==> src/rtl/hazard_pkg.sv <==
// Shared encodings for the D-stage hazard unit.
//   POS_*  : stage position of an in-flight writer (00 = not tracked)
//   MD_*   : HI/LO unit operation class seen in D
//   FWD_*  : forward-source selects, identical to the datapath mux encoding.
//            Equal to POS_* so a pending entry's position is its select.
package hazard_pkg;
  localparam logic [1:0] POS_NONE = 2'b00;
  localparam logic [1:0] POS_E    = 2'b01;
  localparam logic [1:0] POS_M    = 2'b10;
  localparam logic [1:0] POS_W    = 2'b11;

  localparam logic [1:0] MD_NONE  = 2'b00;
  localparam logic [1:0] MD_MUL   = 2'b01;
  localparam logic [1:0] MD_DIV   = 2'b10;
  localparam logic [1:0] MD_ACC   = 2'b11;

  localparam logic [1:0] FWD_RF   = 2'b00;
  localparam logic [1:0] FWD_E    = 2'b01;
  localparam logic [1:0] FWD_M    = 2'b10;
  localparam logic [1:0] FWD_W    = 2'b11;
endpackage

==> src/rtl/hazard_sb_entry.sv <==
// One scoreboard entry: youngest in-flight writer of a single GPR.
// Ports:
//   clk, reset    : clock, synchronous active-low reset
//   ins, ins_tnew : insert a new writer entering E with the given Tnew
//   pend, pos, tnew : entry state (pos uses POS_* encoding)
module hazard_sb_entry
  import hazard_pkg::*;
#(
  parameter int TW = 2
) (
  input  logic          clk,
  input  logic          reset,
  input  logic          ins,
  input  logic [TW-1:0] ins_tnew,
  output logic          pend,
  output logic [1:0]    pos,
  output logic [TW-1:0] tnew
);

  always_ff @(posedge clk) begin
    if (!reset) begin
      pend <= 1'b0;
      pos  <= POS_NONE;
      tnew <= '0;
    end else if (ins) begin
      // youngest writer wins over advance/retire of an older one
      pend <= 1'b1;
      pos  <= POS_E;
      tnew <= ins_tnew;
    end else if (pend) begin
      if (pos == POS_W) begin
        // value lands in the RF at this edge
        pend <= 1'b0;
        pos  <= POS_NONE;
        tnew <= '0;
      end else begin
        pos <= pos + 2'd1;
        if (tnew != '0) tnew <= tnew - TW'(1);
      end
    end
  end

endmodule

==> src/rtl/hazard_scoreboard.sv <==
// D-stage hazard unit driven by a per-register writer scoreboard.
// Ports:
//   clk, reset                 : clock, synchronous active-low reset
//   d_valid                    : D holds a real instruction
//   d_rs/d_rt, d_*_tuse        : sources and their Tuse (3 = unused)
//   d_wr_en/addr/tnew          : destination write and its Tnew entering E
//   d_md_op                    : HI/LO op class (MD_*)
//   stall                      : hold PC/D, bubble into E
//   rs_fwd_sel, rt_fwd_sel     : D-stage forward source (FWD_*)
//   md_busy                    : HI/LO countdown running
module hazard_scoreboard
  import hazard_pkg::*;
#(
  parameter int NREG     = 32,
  parameter int AW       = $clog2(NREG),
  parameter int TW       = 2,
  parameter int MULT_CYC = 5,
  parameter int DIV_CYC  = 10
) (
  input  logic          clk,
  input  logic          reset,
  input  logic          d_valid,
  input  logic [AW-1:0] d_rs,
  input  logic [AW-1:0] d_rt,
  input  logic [TW-1:0] d_rs_tuse,
  input  logic [TW-1:0] d_rt_tuse,
  input  logic          d_wr_en,
  input  logic [AW-1:0] d_wr_addr,
  input  logic [TW-1:0] d_wr_tnew,
  input  logic [1:0]    d_md_op,
  output logic          stall,
  output logic [1:0]    rs_fwd_sel,
  output logic [1:0]    rt_fwd_sel,
  output logic          md_busy
);

  localparam int CW = $clog2(DIV_CYC + 1);

  logic [NREG-1:0]         pend;
  logic [NREG-1:0][1:0]    pos;
  logic [NREG-1:0][TW-1:0] tnew;
  logic [CW-1:0]           cnt;
  logic                    issue;
  logic                    rs_pend, rt_pend, rs_haz, rt_haz, md_haz;

  assign issue = d_valid & ~stall;

  // $0 never has a writer
  assign pend[0] = 1'b0;
  assign pos[0]  = POS_NONE;
  assign tnew[0] = '0;

  for (genvar r = 1; r < NREG; r++) begin : g_ent
    hazard_sb_entry #(.TW(TW)) u_ent (
      .clk      (clk),
      .reset    (reset),
      .ins      (issue & d_wr_en & (d_wr_addr == AW'(r))),
      .ins_tnew (d_wr_tnew),
      .pend     (pend[r]),
      .pos      (pos[r]),
      .tnew     (tnew[r])
    );
  end

  // Lookups use pre-edge state; the D instruction never sees itself.
  always_comb begin
    rs_pend = (d_rs != '0) & pend[d_rs];
    rt_pend = (d_rt != '0) & pend[d_rt];
    rs_haz  = d_valid & rs_pend & (d_rs_tuse < tnew[d_rs]);
    rt_haz  = d_valid & rt_pend & (d_rt_tuse < tnew[d_rt]);
    md_haz  = d_valid & (d_md_op != MD_NONE) & md_busy;
    stall   = rs_haz | rt_haz | md_haz;
    // pending but not ready: later-stage muxes pick it up
    rs_fwd_sel = (rs_pend && tnew[d_rs] == '0) ? pos[d_rs] : FWD_RF;
    rt_fwd_sel = (rt_pend && tnew[d_rt] == '0) ? pos[d_rt] : FWD_RF;
  end

  assign md_busy = (cnt != '0);

  always_ff @(posedge clk) begin
    if (!reset)                          cnt <= '0;
    else if (issue && d_md_op == MD_MUL) cnt <= CW'(MULT_CYC);
    else if (issue && d_md_op == MD_DIV) cnt <= CW'(DIV_CYC);
    else if (cnt != '0)                  cnt <= cnt - CW'(1);
  end

endmodule

==> config.mk <==
export PLATFORM = sky130hd
export DESIGN_NAME = hazard_scoreboard
export DESIGN_NICKNAME = d
export VERILOG_FILES = /design/src/rtl/hazard_pkg.sv /design/src/rtl/hazard_sb_entry.sv /design/src/rtl/hazard_scoreboard.sv
export SDC_FILE = /design/constraint.sdc
export NUM_CORES = 1
export LEC_CHECK = 0
export CORE_ASPECT_RATIO = 1.75
export CORE_MARGIN = 2
export CORE_UTILIZATION = 45
export DETAILED_ROUTE_END_ITERATION = 8
export HOLD_SLACK_MARGIN = 0.02
export SETUP_SLACK_MARGIN = 0.2
export SYNTH_ARGS = -nofsm -noshare
export SYNTH_HDL_FRONTEND = slang
export SYNTH_SLANG_ARGS = --single-unit
==> constraint.sdc <==
create_clock -name clk -period 3.6 [get_ports clk]
set_input_delay 0.36 -clock clk [delete_from_list [all_inputs] [get_ports clk]]
set_output_delay 0.36 -clock clk [all_outputs]
set_load 0.03 [all_outputs]
==> results.ini, run 1 <==
[timing]
setup_tns_ns = 0
slew_headroom_pct = 37.2
period_minus_slack_ns = 3.54
finalCritPeriodShare_pct = 98.2
whs_ns = 0.329
hold_viol = 0
fin_skew_ns = 0.0131
setup_slack_ns = 0.0630
finalSetupViolCount = 0
max_freq_mhz = 283
worst-slew-pin-transition_ns = 0.940
rsz0062_at_grt = yes
maxSlewViolCount = 0

[placed_design]
placed_cell_area_um2 = 11900
place.detailed.hpwl_um = 25700
io_buffers = 32
gp_congestion = 0.983
dp_worst_setup_slack_ns = -0.134

[synthesis]
yosysWarnings = 0
synth_async_sr_flop_share_pct = 0
ys_ff_latch = 159
synth.net_count = 1268
synth_ff_type = dfxtp_1
synth_area_per_cell_um2 = 9.44
synthCells = 1176
synth_edf_count = 0
synth_seq_area_share_pct = 28.7
syn-cell-area_um2 = 11100
ys_types = 63

[floorplan]
die_y_um = 212
placementRows = 76
core_area_um2 = 24400
die_w_um = 123
pin_count = 33
dieArea_um2 = 26000
initial_core_util_pct = 45.4

[worst_setup_path]
path_class = flop to output pin
cp.arrival_ns = 3.18
startpoint_type = flop
critPathRequiredTime_ns = 3.24
startpoint = g_ent[19].u_ent.tnew[1]$_SDFFE_PN0P_
cp-end-kind = output pin
timing.rr.start = g_ent[19].u_ent.tnew[1]$_SDFFE_PN0P_
slowest_delay_ns = 0.50
reg2reg_to = g_ent[31].u_ent.pos[0]$_SDFFE_PN0P_
slowest_stage = mux4_2
worst-path-max-fanout = 3
reg2reg_slack_ns = 0.28
cp_cell_sequence = mux4_2, mux4_2, mux2i_2, ha_1, a21o_1, a211o_1, buf_6, a31oi_4, buf_6
rr_worst_depth = 11

[global_routing]
grt_max_degree = 55
grt_antenna_before_repair = 0
grt_use_total_pct = 27.2
gr-total-overflow = 0
grt_pass1_vias = 9127
grt_pass1_wl_um = 52100

[pwr]
power_density_nw_per_um2 = 355
p_leak_nw = 4.91
peakVddDrop_uv = 357

[clocking]
clock_latency_ns = 0.46
ctsHoldBuffers = 0
ctsHtreeMaxLevel = 4
cts_buffer_depth = 2
cts_buffers = 17
clkSinkCount = 159
clkTransAtPathRegs_ns = 0.07
cts_tree = built
root_buffer = clkbuf_16

[status]
status = finished clean

[finish]
drive_above_1_share_pct = 21.4
nFillCells = 2264
area_delta_synth_final_pct = 14.1
seqCellArea_um2 = 3220
design_area_um2 = 12700
diodes = 0
final_nets = 1308
final_core_util_pct = 51.8
multi_input_area_um2 = 7280

[drt]
wire_per_inst_um = 21.9
drt-total-wl_um = 33800
drt_pre_antenna_iters = 5
avgViaCountPerCell = 6.00
drt_iter0_drc = 660
dr_total_vias = 9245
antenna_left = 0
drc_errors = 0

[hold_path]
hp-class = input port to flop
whs_endpoint = g_ent[9].u_ent.pend$_SDFF_PN0_
holdPathStages = 2
hp-start = reset

[job]
drv_cap = 0

[cell usage after synthesis, types with 6 or more instances]
library cell | n | area, um^2
o21a_1 | 43 | 323
and3_1 | 12 | 75.1
nand3_1 | 7 | 35.0
nor2b_1 | 28 | 175
a21oi_1 | 50 | 250
dfxtp_1 | 159 | 3180
mux2i_1 | 104 | 1040
nor3_1 | 28 | 140
or3_1 | 9 | 56.3
nand2b_1 | 39 | 244
inv_1 | 101 | 379
buf_4 | 6 | 45.0
o21ai_0 | 36 | 180
nor2_1 | 34 | 128
o31ai_1 | 60 | 450
mux2_2 | 32 | 360
a31oi_1 | 8 | 50.1
buf_2 | 15 | 75.1
ha_1 | 65 | 813
clkbuf_1 | 40 | 150
nor3_2 | 18 | 180
nand2_1 | 135 | 507
mux4_2 | 69 | 1550
[worst max-delay path by stage]
stage	cells past startpoint	slack, ns	end
after floorplan	16	0.16	g_ent[3].u_ent.pos[1]$_SDFFE_PP0P_
after global placement	12	-0.03	g_ent[31].u_ent.tnew[1]$_SDFFE_PN0P_
after detailed placement	13	-0.13	g_ent[21].u_ent.tnew[0]$_SDFFE_PN0P_
after CTS	9	0.05	stall
after global routing	9	-0.005	stall
final	9	0.06	stall
[report_power, final]
| group | leakage (nW) | internal [mW] | switching (mW) |
|---|---|---|---|
| registers | 1.29 | 1.79 | 0.0332 |
| logic | 3.32 | 0.288 | 0.444 |
| clock network | 0.301 | 1.15 | 0.791 |
[routing by layer]
| layer | GRT usage [%] | wire length [um] |
|---|---|---|
| met2 | 48.3 | 17700 |
| met4 | 15.0 | 1740 |
| met5 | 0 | 0 |
| met3 | 4.55 | 1280 |
| met1 | 30.1 | 13000 |
[cell families (layout without fill, tap and decap cells)]
| kind of cell | count (synthesis) | in the layout | share of synthesized area [%] |
|---|---|---|---|
| simple gates | 337 | 337 | 16.1 |
| compound gates | 234 | 234 | 14.3 |
| mux | 209 | 209 | 27.0 |
| buf+inv | 171 | 224 | 6.49 |
| flops | 159 | 159 | 28.7 |
| fa+ha+maj | 65 | 65 | 7.32 |
| xor+xnor | 1 | 1 | 0.0789 |
[per-stage QoR]
| step | cells | power (mW) |
|---|---|---|
| after floorplan | 1176 | 2.34 |
| after global placement | 1503 | 2.56 |
| after detailed placement | 1503 | 2.56 |
| after CTS | 1538 | 4.51 |
| after global routing | 1541 | 4.65 |
| final | 1541 | 4.50 |
[area by class of cell]
| class | count | share of cell area [%] |
|---|---|---|
| multi-input combinational | 846 | 57.5 |
| sequential | 159 | 25.4 |
| timing repair buffer | 90 | 6.07 |
| clock buffer | 21 | 3.71 |
| tap | 312 | 3.08 |
| inverter | 102 | 3.02 |
| clock inverter | 11 | 1.23 |
[layout by cell type, fill, tap and decap left out, drive strengths merged, types with 21 or more instances in the layout]
master  instances
dfxtp         159
nand2         135
mux2i         104
inv           103
buf            70
mux4           69
ha             65
o31ai          60
a21oi          50
nor3           46
o21a           43
nand2b         39
o21ai          37
mux2           36
nor2           34
nor2b          28
clkbuf         21
[flip-flops by register name, summed over array words and instances, names as in the netlist]
register	count
g_ent.u_ent.pos	62
cnt	4
g_ent.u_ent.tnew	62
g_ent.u_ent.pend	31
[critical path, delay by kind of cell, from the launching register on]
family,cells,cell delay (ns)
compound gates,3,0.57
fa+ha+maj,1,0.28
buf+inv,2,0.31
flops,1,0.36
mux,3,1.20
[what timing repair did]
| action | in CTS | in global routing |
|---|---|---|
| gates resized for setup | 16 | 21 |
| pin swaps | 4 | 3 |
| setup buffers | 3 | 3 |
| setup endpoints to repair | 1 | 35 |
Note: power is estimated with default switching activity, not from simulation.
==> inputs of run 2 (changes only) <==
--- a/config.mk
+++ b/config.mk
@@ -13,4 +13,5 @@
 export SETUP_SLACK_MARGIN = 0.2
 export SYNTH_ARGS = -nofsm -noshare
 export SYNTH_HDL_FRONTEND = slang
+export SYNTH_HIERARCHICAL = 1
 export SYNTH_SLANG_ARGS = --single-unit
==> run 2 against run 1 <==
  * The run now ends with negative setup slack left
  * Register-to-register slack lost 0.35 ns
  * Core utilization increased by 11 points
  * Cell count is 10% higher
  * Final area up 22%
  * Fmax decreased by 3.7%
  * First-iteration DRC count up 1.1%
  * Non-clock buffer count increased by 112
  * Sequential power about the same
  * Critical endpoint is now g_ent[1].u_ent/tnew[1]$_SDFFE_PN0P_
==> results.ini, run 2 <==
[timing]
maxSlewViolCount = 0  ; unchanged
setup_tns_ns = -1.11  ; -1.11 ns
finalSetupViolCount = 40  ; +40
finalCritPeriodShare_pct = 102  ; +3.8 points
setup_slack_ns = -0.0740  ; -0.137 ns
whs_ns = 0.548  ; +0.218 ns
worst-slew-pin-transition_ns = 0.932  ; -0.00848 ns
period_minus_slack_ns = 3.67  ; +0.137 ns
hold_viol = 0  ; unchanged
fin_skew_ns = 0.0104  ; -0.00272 ns
rsz0062_at_grt = yes
slew_headroom_pct = 37.9  ; +0.72 points
max_freq_mhz = 272  ; -3.7%

[placed_design]
dp_cells = 1630  ; +8.4%
place.detailed.hpwl_um = 25800  ; +0.46%
dp_worst_setup_slack_ns = -0.565  ; -0.430 ns
gp_congestion = 0.893  ; -9.2%
placed_cell_area_um2 = 13100  ; +9.9%
io_buffers = 32  ; unchanged

[finish]
design_area_um2 = 15500  ; +22%
final_nets = 1472  ; +13%
diodes = 0  ; unchanged
seqCellArea_um2 = 3210  ; -0.19%
finalNonFillerCells = 1701  ; +10%
area_delta_synth_final_pct = 38.7
multi_input_area_um2 = 8530  ; +17%
nFillCells = 2018  ; -11%
final_core_util_pct = 63.1  ; +11 points
layout_common_cells = 143 x dfxtp_1, 131 x inv_1, 75 x buf_4, 73 x nor2_1, 73 x nor3_2
reg_top3 = g_ent.u_ent/pos (62), g_ent.u_ent/tnew (62), g_ent.u_ent/pend (31)
drive_above_1_share_pct = 42.2  ; +21 points
final_common_cell = dfxtp_1

[clocking]
cts_tree = built
clock_latency_ns = 0.46  ; about the same
clkTransAtPathRegs_ns = 0.06  ; about the same
cts_buffer_depth = 2  ; unchanged
clkSinkCount = 159  ; unchanged
ctsHoldBuffers = 0  ; unchanged
cts_buffers = 17  ; unchanged
root_buffer = clkbuf_16
ctsHtreeMaxLevel = 4  ; unchanged

[global_routing]
grt_pass1_wl_um = 55800  ; +7.1%
gr-total-overflow = 0  ; unchanged
grt_max_degree = 35  ; -36%
grt_use_total_pct = 28.4  ; +1.2 points
grt_pass1_vias = 10378  ; +14%
grt_antenna_before_repair = 0  ; unchanged

[pwr]
power_density_nw_per_um2 = 288  ; -19%
p_leak_nw = 6.20  ; +26%
p_total_mw = 4.47  ; -0.69%
peakVddDrop_uv = 316  ; -11%

[drt]
avgViaCountPerCell = 6.07  ; +1.2%
antenna_left = 0  ; unchanged
wire_per_inst_um = 21.4  ; -2.4%
drc_errors = 0  ; unchanged
drt_pre_antenna_iters = 5  ; unchanged
drt-total-wl_um = 36400  ; +7.7%
drt_iter0_drc = 667  ; +1.1%
dr_total_vias = 10326  ; +12%

[floorplan]
core_area_um2 = 24500  ; +0.39%
dieArea_um2 = 26100  ; +0.53%
die_y_um = 212  ; +0.26%
placementRows = 76  ; unchanged
initial_core_util_pct = 45.5  ; +0.069 points
pin_count = 33  ; unchanged
die_w_um = 123  ; +0.26%

[synthesis]
synthCells = 1247  ; +6.0%
synth_ff_type = dfxtp_1
ys_types = 51  ; -19%
synth_seq_area_share_pct = 28.5  ; -0.15 points
synth_area_leaders = dfxtp_1 29%, mux4_2 13%, a211oi_1 8.6%
synth_edf_count = 0  ; unchanged
ys_ff_latch = 159  ; unchanged
synth.top_cell.area_share_pct = 28.5  ; -0.15 points
syn-cell-area_um2 = 11200  ; +0.54%
synth_most_common_cell = dfxtp_1
synth_area_per_cell_um2 = 8.95  ; -5.2%
synth_top_area_cell = dfxtp_1
synth.net_count = 1339  ; +5.6%
yosysWarnings = 6  ; +6
yosys-top-cells-count = 159 x dfxtp_1, 135 x nor2_1, 134 x inv_1
synth_async_sr_flop_share_pct = 0  ; unchanged

[worst_setup_path]
slowest_delay_ns = 0.50  ; about the same
critPathRequiredTime_ns = 3.97  ; +0.73 ns
cp_cell_sequence = mux4_2, mux4_2, mux2i_2, ha_1, buf_6, a2111oi_4, buf_4, nor4b_4, buf_6, nand3_4, buf_12, buf_12, nor2_4, buf_12, nor3_2, a21oi_1, a211oi_1
worst-path-max-fanout = 8  ; +5
reg2reg_slack_ns = -0.07  ; -0.35 ns
cp-end-kind = flop
path_class = flop to flop
startpoint_type = flop
slowest_stage = mux4_2
cp_common_cell = buf_12
cp.arrival_ns = 4.04  ; +0.86 ns

[status]
status = finished with violations
violations = negative setup slack

[job]
drv_cap = 0  ; unchanged

[hold_path]
hp-class = input port to flop

-- run 2: cell types whose count changed after synthesis, sizes merged, moves of 30 or more --
cell and change:
clkbuf -31, inv +32, a211oi +119, o21a -42, nor3 +52, nor2 +101, buf +50, xor2 +30
mux2i -37, a21o +30, a21oi +58, o31ai -60, o21ai -33, nand2 -123
-- run 2: logic make-up (layout without fill, tap and decap cells) --
family                     after synthesis  count (layout)  share of synthesized area (%)
and+or+nand+nor                        317             317                           13.7
DFF                                    159             159                           28.5
AOI/OAI and AO/OA                      304             304                           18.2
muxes                                  148             148                           20.7
buffers and inverters                  223             365                           9.13
adders and majority gates               65              65                           7.28
xor gates and xnor gates                31              31                           2.43
-- run 2: final timing paths --
kind	from	to	cells past startpoint
worst max-delay path	g_ent[19].u_ent/tnew[1]$_SDFFE_PN0P_	g_ent[1].u_ent/tnew[1]$_SDFFE_PN0P_	17
worst max register to register	g_ent[19].u_ent/tnew[1]$_SDFFE_PN0P_	g_ent[1].u_ent/tnew[1]$_SDFFE_PN0P_	17
worst min register to register	cnt[3]$_SDFFE_PP0P_	cnt[3]$_SDFFE_PP0P_	2
worst min-delay path	reset	cnt[1]$_SDFFE_PP0P_	3
-- run 2: worst max-delay path, delay by kind of cell, from the launching register on --
family / cells / cell delay [ns]
adders and majority gates: 1 / 0.30
and+or+nand+nor: 4 / 0.27
AOI/OAI and AO/OA: 3 / 0.65
DFF: 1 / 0.36
buffers and inverters: 6 / 0.86
muxes: 3 / 1.17
-- run 2: per-layer routing --
layer | track usage, % | wire (um) | part of all wire [%] | vias up
met5 | 0 | 0 | 0 | -
met1 | 30.8 | 13500 | 37 | 5106
met3 | 5.20 | 1490 | 4.1 | 101
met4 | 15.9 | 1890 | 5.2 | 0
met2 | 50.8 | 19500 | 54 | 308
li1 | - | - | - | 4811
-- run 2: cell type report --
| class | instances | area share (%) |
|---|---|---|
| Tap cell | 312 | 2.52 |
| Timing Repair Buffer | 202 | 14.6 |
| Clock inverter | 7 | 0.727 |
| Sequential cell | 159 | 20.7 |
| Multi-Input combinational cell | 865 | 55.1 |
| Clock buffer | 21 | 3.04 |
| Inverter | 135 | 3.29 |
-- run 2: power breakdown --
group | total, mW | switching, mW | internal (mW)
Sequential | 1.83 | 0.0430 | 1.79
Combinational | 0.763 | 0.418 | 0.345
Clock | 1.87 | 0.743 | 1.12
-- run 2: what timing repair did --
action	in CTS	in global routing
gates cloned	3	0
pin swaps	127	68
endpoints found under the setup margin	151	157
buffers inserted	34	6
gates resized for setup	218	145
